[src/rtl/hazard_forward_ctrl_pkg.sv]
`default_nettype none
// ============================================================================
//  Module   : hazard_pkg
//  Purpose  : Shared types, forward-select encodings and the match helper
//             used by the hazard/forwarding control block.
//  Revision : 1.0 - initial release
// ============================================================================
package hazard_pkg;

    // Storage width for register numbers inside the shadow pipeline.
    // Register numbers are zero-extended into it, so REG_ADDR_W must not exceed it.
    localparam int C_DST_W = 8;

    // EX operand mux select encodings (2'b11 is never driven).
    localparam logic [1:0] FWD_RF    = 2'b00;
    localparam logic [1:0] FWD_EXMEM = 2'b10;
    localparam logic [1:0] FWD_MEMWB = 2'b01;

    typedef logic [C_DST_W-1:0] dst_t;

    // One in-flight instruction as seen by the hazard logic.
    typedef struct packed {
        logic valid;
        dst_t dst;
        logic reg_write;
        logic mem_read;
    } shadow_entry_t;

    // Producer-consumer match; register 0 is hard-wired and never matches.
    function automatic logic entry_match(input shadow_entry_t e,
                                         input dst_t          r,
                                         input logic          used);
        return e.valid & e.reg_write & (e.dst == r) & (r != '0) & used;
    endfunction

endpackage
`default_nettype wire

[src/rtl/hazard_forward_ctrl_mdu_busy_counter.sv]
`default_nettype none
// ============================================================================
//  Module   : mdu_busy_counter
//  Purpose  : Load/decrement occupancy counter for the multiply/divide unit.
//             mdu_busy is high while the counter is non-zero.
//  Revision : 1.0 - initial release
// ============================================================================
module mdu_busy_counter #(
    parameter int MDU_LAT = 4
) (
    input  logic clk,
    input  logic rst_n,
    input  logic load,
    output logic mdu_busy
);

    // MDU_LAT is limited to 1..15, so four bits always suffice.
    localparam int                 C_CNT_W    = 4;
    localparam logic [C_CNT_W-1:0] C_LOAD_VAL = C_CNT_W'(MDU_LAT);
    localparam logic [C_CNT_W-1:0] C_ONE      = C_CNT_W'(1);

    logic [C_CNT_W-1:0] r_count;

    // Reload on MDU issue, otherwise count down to zero and hold.
    always_ff @(posedge clk or negedge rst_n) begin
        if (!rst_n) begin
            r_count <= '0;
        end else if (load) begin
            r_count <= C_LOAD_VAL;
        end else if (r_count != '0) begin
            r_count <= r_count - C_ONE;
        end
    end

    assign mdu_busy = (r_count != '0);

endmodule
`default_nettype wire

[src/rtl/hazard_forward_ctrl.sv]
`default_nettype none
// ============================================================================
//  Module   : hazard_forward_ctrl
//  Purpose  : ID-stage hazard unit. Tracks in-flight destinations in a shadow
//             EX/MEM/WB pipeline, drives registered EX operand forward
//             selects and raises a combinational stall for load-use and
//             MDU-occupancy hazards.
//  Options  : FWD_PATH_EN - when defined, EX/MEM and MEM/WB forwarding is
//             used; when undefined, selects stay at the register file and any
//             dependence on EX or MEM stalls until the producer reaches WB.
//  Revision : 1.0 - initial release
// ============================================================================
module hazard_forward_ctrl
    import hazard_pkg::*;
#(
    parameter int REG_ADDR_W = 5,
    parameter int MDU_LAT    = 4
) (
    input  logic                  clk,
    input  logic                  rst_n,
    input  logic                  id_valid,
    input  logic [REG_ADDR_W-1:0] id_rs,
    input  logic [REG_ADDR_W-1:0] id_rt,
    input  logic                  id_use_rs,
    input  logic                  id_use_rt,
    input  logic [REG_ADDR_W-1:0] id_dst,
    input  logic                  id_reg_write,
    input  logic                  id_mem_read,
    input  logic                  id_mdu_op,
    input  logic                  flush,
    output logic                  stall,
    output logic [1:0]            fwd_a_sel,
    output logic [1:0]            fwd_b_sel,
    output logic                  mdu_busy
);

    shadow_entry_t r_ex;
    shadow_entry_t r_mem;
    shadow_entry_t r_wb;
    logic [1:0]    r_fwd_a_sel;
    logic [1:0]    r_fwd_b_sel;

    dst_t          w_rs;
    dst_t          w_rt;
    shadow_entry_t w_id_entry;
    logic          w_ex_a;
    logic          w_ex_b;
    logic          w_mem_a;
    logic          w_mem_b;
    logic          w_data_hazard;
    logic          w_issue;
    logic [1:0]    w_sel_a;
    logic [1:0]    w_sel_b;

    assign w_rs = dst_t'(id_rs);
    assign w_rt = dst_t'(id_rt);

    assign w_id_entry.valid     = 1'b1;
    assign w_id_entry.dst       = dst_t'(id_dst);
    assign w_id_entry.reg_write = id_reg_write;
    assign w_id_entry.mem_read  = id_mem_read;

    assign w_ex_a  = entry_match(r_ex,  w_rs, id_use_rs);
    assign w_ex_b  = entry_match(r_ex,  w_rt, id_use_rt);
    assign w_mem_a = entry_match(r_mem, w_rs, id_use_rs);
    assign w_mem_b = entry_match(r_mem, w_rt, id_use_rt);

`ifdef FWD_PATH_EN
    // Only a load in EX cannot be forwarded; the youngest producer wins.
    assign w_data_hazard = (w_ex_a | w_ex_b) & r_ex.mem_read;
    assign w_sel_a = (w_ex_a & ~r_ex.mem_read) ? FWD_EXMEM :
                     w_mem_a                   ? FWD_MEMWB : FWD_RF;
    assign w_sel_b = (w_ex_b & ~r_ex.mem_read) ? FWD_EXMEM :
                     w_mem_b                   ? FWD_MEMWB : FWD_RF;
`else
    // No bypass paths: wait until every producer has left MEM.
    assign w_data_hazard = w_ex_a | w_ex_b | w_mem_a | w_mem_b;
    assign w_sel_a       = FWD_RF;
    assign w_sel_b       = FWD_RF;
`endif

    assign stall   = id_valid & ~flush & (w_data_hazard | (id_mdu_op & mdu_busy));
    assign w_issue = id_valid & ~stall & ~flush;

    // Advance the shadow pipeline; stalls and flushes insert a bubble in EX.
    always_ff @(posedge clk or negedge rst_n) begin
        if (!rst_n) begin
            r_ex        <= '0;
            r_mem       <= '0;
            r_wb        <= '0;
            r_fwd_a_sel <= FWD_RF;
            r_fwd_b_sel <= FWD_RF;
        end else begin
            r_wb        <= r_mem;
            r_mem       <= r_ex;
            r_ex        <= w_issue ? w_id_entry : '0;
            r_fwd_a_sel <= w_issue ? w_sel_a : FWD_RF;
            r_fwd_b_sel <= w_issue ? w_sel_b : FWD_RF;
        end
    end

    assign fwd_a_sel = r_fwd_a_sel;
    assign fwd_b_sel = r_fwd_b_sel;

    mdu_busy_counter #(
        .MDU_LAT (MDU_LAT)
    ) u_mdu_busy_counter (
        .clk      (clk),
        .rst_n    (rst_n),
        .load     (w_issue & id_mdu_op),
        .mdu_busy (mdu_busy)
    );

    // WB is tracked for completeness only (the register file is
    // write-through), and load flags beyond EX are never consulted.
    logic w_unused_bits;
    assign w_unused_bits = ^{r_wb, r_mem.mem_read, r_ex.mem_read};

endmodule
`default_nettype wire

[config.mk]
export PLATFORM = sky130hd
export DESIGN_NAME = hazard_forward_ctrl
export DESIGN_NICKNAME = d
export VERILOG_FILES = /design/src/rtl/hazard_forward_ctrl_pkg.sv /design/src/rtl/hazard_forward_ctrl_mdu_busy_counter.sv /design/src/rtl/hazard_forward_ctrl.sv
export SDC_FILE = /design/constraint.sdc
export NUM_CORES = 1
export LEC_CHECK = 0
export CAP_MARGIN = 15
export CORE_MARGIN = 1.5
export CORE_UTILIZATION = 60
export CTS_CLUSTER_DIAMETER = 50
export CTS_CLUSTER_SIZE = 14
export DETAILED_ROUTE_END_ITERATION = 8
export DONT_BUFFER_PORTS = 1
export PLACE_DENSITY = 0.87
export SYNTH_ARGS = -nofsm -noshare
export SYNTH_HDL_FRONTEND = slang
export SYNTH_SLANG_ARGS = --single-unit
[constraint.sdc]
create_clock -name clk -period 1.82 [get_ports clk]
set_input_delay 0.273 -clock clk [delete_from_list [all_inputs] [get_ports clk]]
set_output_delay 0.273 -clock clk [all_outputs]
set_load 0.01 [all_outputs]
==> impl_results.md <==
* Status: finished, violations left
* Failing checks: setup timing
* CTS H-Tree Depth at 1
* Clock sinks at 18
* Initial antenna violation count at 0
* All-Layer GR Usage at 0.2098
* Clk_skew at 0.001119 ns
* Worst setup margin at -0.3543 ns
* Post-Route WL at 1906 um
* Synthesized flop and latch total at 18
* RSZ-0062 raised after global routing: true
* Reg clk slew, reported paths at 0.09 ns
* Hold Path Sink: r_ex[10]$_DFF_PN0_
* Placer Congestion at 0.8624
* Routed len/inst at 15.75 um
* Post-route design area at about 0.0011 mm^2
* Area Growth Syn to Fin at 11.25%
* Post-synth top area share at 0.4657
* CP Capture Type: primary output
* Worst path bufs/invs at 0
* Max Freq at 0.4599 GHz
* Num CTS Buffers at 3
* Reg-to-Reg End: u_mdu_busy_counter.r_count[1]$_DFFE_PN0P_
* Vias per cell at about 5.7
* Setup CP Type: flop to primary output
* Layout cells sized above 1 at 0.1810
* Crit path max-delay cell type: dfrtp_1
* Synth top cells by count: xor2_1 (21), dfrtp_1 (18), nand2_1 (14), nor2_1 (12)
* Main area contributors after synthesis: dfrtp_1 (47%), xor2_1 (19%), nand2_1 (5.4%), nor2_1 (4.7%), buf_4 (3.1%)
* Total power at 1.031 mW
* Worst hold path depth at 1
* Die area at 0.001862 mm^2
* Post-Route Utilization at 0.7143
* # rows at 14
* Cell variety after synth at 23
* Max stage delay on crit path at 0.43 ns
* Port bufs at 0
* Max_cap viols at 0
* Bufs on Longest Clock Path at 2
* Nets at 133
* Post-synth ARST share at 1.000
* Crit start category: flop
* EDFF count, synth at 0
* Vias at 690
* FF-to-FF Start: r_ex[4]$_DFF_PN0_
* Antenna cell count at 0
* Yosys warns at 0
* Crit-path cells: xor2_1 > nor4_1 > a22oi_1 > o221ai_2 > and2_4
* Syn Area/Cell at slightly above 10 um^2
* Core area at 0.001506 mm^2
* Post-DP Area at 987.2 um^2
* Initial core utilization at 0.6420
* Hold Fails Final Rpt at 0
* WP data required at 1.55 ns
* Area of the mapped netlist at 967.2 um^2
* Final HPWL from detailed placement at 1386 um
* Lkg Pwr at 0.5426 nW
* Leading area contributor after synthesis: dfrtp_1
* Die Y at 43.15 um
* ANT nets after route at 0
* Hold Crit Start: flush
* Period Utilization, post-route at 1.195
* Worst min path class: primary input to flop
* Pin count of the biggest net entering global routing at 19
* Largest fanout on the critical path at 3
* Slew margin rel. at 0.4786
* Cell with the most instances after synthesis: xor2_1
* Worst EP arrival at 1.90 ns
* Pre-Repair DR Iteration Count at 4
* Worst VDD drop at 0.6140 mV
* CTS tree: yes
* Top_reg_cell synth: dfrtp_1
* Die W at 43.15 um
* Clock latency on the worst-skew pair at 0.28 ns
* Reg2reg setup slack at -0.10 ns
* Minimum clock period after layout at 2.174 ns
* Clk root buf: clkbuf_4
* Pins Over Slew Limit at 0
* Power Density at 957.9 mW/mm^2
* First-pass GRT wire length at 2863 um
* Seq/Total Area, Yosys at 0.4657
* Number of global-route vias before repair at 692
* Final Setup Violations at 4
* Congestion Overflow GR at 0
* Num ports at 30
* Initial detailed-routing violation count at 5
* Worst Reg-to-Reg Cells at 6
* Worst slew pin tran at 0.7795 ns
* Synthesized instance count at 96
* Drc violations at 0
* Largest delay share family, worst path: simple AND/OR/NAND/NOR gates
-- cell families (layout without fill, tap and decap cells) --
group / Yosys count / count (layout) / share of synthesized area
simple gates: 38 / 38 / 0.1863
flops: 18 / 18 / 0.4657
xor+xnor: 22 / 22 / 0.1992
compound gates: 8 / 8 / 0.07633
buf+inv: 7 / 13 / 0.04269
other cells: 1 / 4 / 0.003877
fa+ha+maj: 2 / 2 / 0.02587
-- power by group --
part | total (mW) | switching [mW] | leakage [nW] | internal, mW
registers | 0.513 | 0.0480 | 0.239 | 0.465
clock network | 0.182 | 0.105 | 0.0138 | 0.0767
logic | 0.336 | 0.179 | 0.290 | 0.157
-- per-layer routing --
metal | up-vias | GRT usage | routed length [um]
li1 | 331 | - | -
met1 | 333 | 0.2639 | 771
met2 | 22 | 0.3552 | 1007
met4 | 0 | 0.07273 | 34
met5 | - | 0 | 0
met3 | 4 | 0.04255 | 92
-- worst max-delay path by stage --
stage | slack, ns | from | depth (start not counted) | end
finish | -0.35 | r_ex[4]$_DFF_PN0_ | 5 | stall
global placement | 0.1 | r_ex[5]$_DFF_PN0_ | 5 | stall
floorplan | 0.07 | r_ex[5]$_DFF_PN0_ | 5 | stall
CTS | -0.21 | r_ex[5]$_DFF_PN0_ | 5 | stall
global route | -0.38 | r_ex[4]$_DFF_PN0_ | 5 | stall
detailed placement | 0.09 | r_ex[3]$_DFF_PN0_ | 5 | stall
-- registers in the layout (all words and copies together), names as in the netlist --
register / cells
r_ex: 7
r_mem: 7
u_mdu_busy_counter.r_count: 4
-- metrics by stage --
stage | setup TNS (ns) | instances | worst slack [ns] | hold slack [ns]
global route | -0.5901 | 121 | -0.3844 | 0.02516
finish | -0.5345 | 121 | -0.3543 | 0.04277
global placement | 0 | 113 | 0.09957 | -0.02217
CTS | -0.2052 | 117 | -0.2052 | 0.03730
floorplan | 0 | 99 | 0.07339 | -0.02259
detailed placement | 0 | 113 | 0.08987 | -0.02219
-- layout by cell type, fill, tap and decap left out, drive strengths merged --
master       count
a21o             1
a22oi            2
and2             2
buf              7
clkbuf           3
conb             4
dfrtp           18
dlygate4sd3      1
ha               2
inv              2
nand2           14
nor2            12
nor2b            1
nor3             1
nor3b            1
nor4             4
o211a            1
o21ai            2
o221ai           2
or3              1
or4              2
xnor2            1
xor2            21
-- area by class of cell --
cell class | instances | area [um^2]
multi-input cells | 74 | 513.0
inverters | 2 | 7.507
well taps | 16 | 20.02
repair buffers | 8 | 62.56
clock buffers | 3 | 22.52
flip-flops and latches | 18 | 450.4
fillers | 108 | 430.4
-- repair_timing --
| item | 4_1_cts | 5_1_grt |
|---|---|---|
| buffers inserted | 0 | 4 |
| gates cloned | 0 | 0 |
| pin swaps | 1 | 8 |
| setup endpoints to repair | 1 | 1 |
| gates resized for setup | 1 | 4 |
| endpoints found under the hold margin | 18 | 0 |
| hold buffers | 1 | 0 |
-- worst reg2reg max path, cell delays in order, from the launching register on --
cell and delay, ns:
dfrtp_1 0.43, xor2_1 0.19, nor4_1 0.39, a22oi_1 0.22, buf_4 0.17, o221ai_1 0.26
o211a_1 0.21
(Power assumes the default switching activity.)
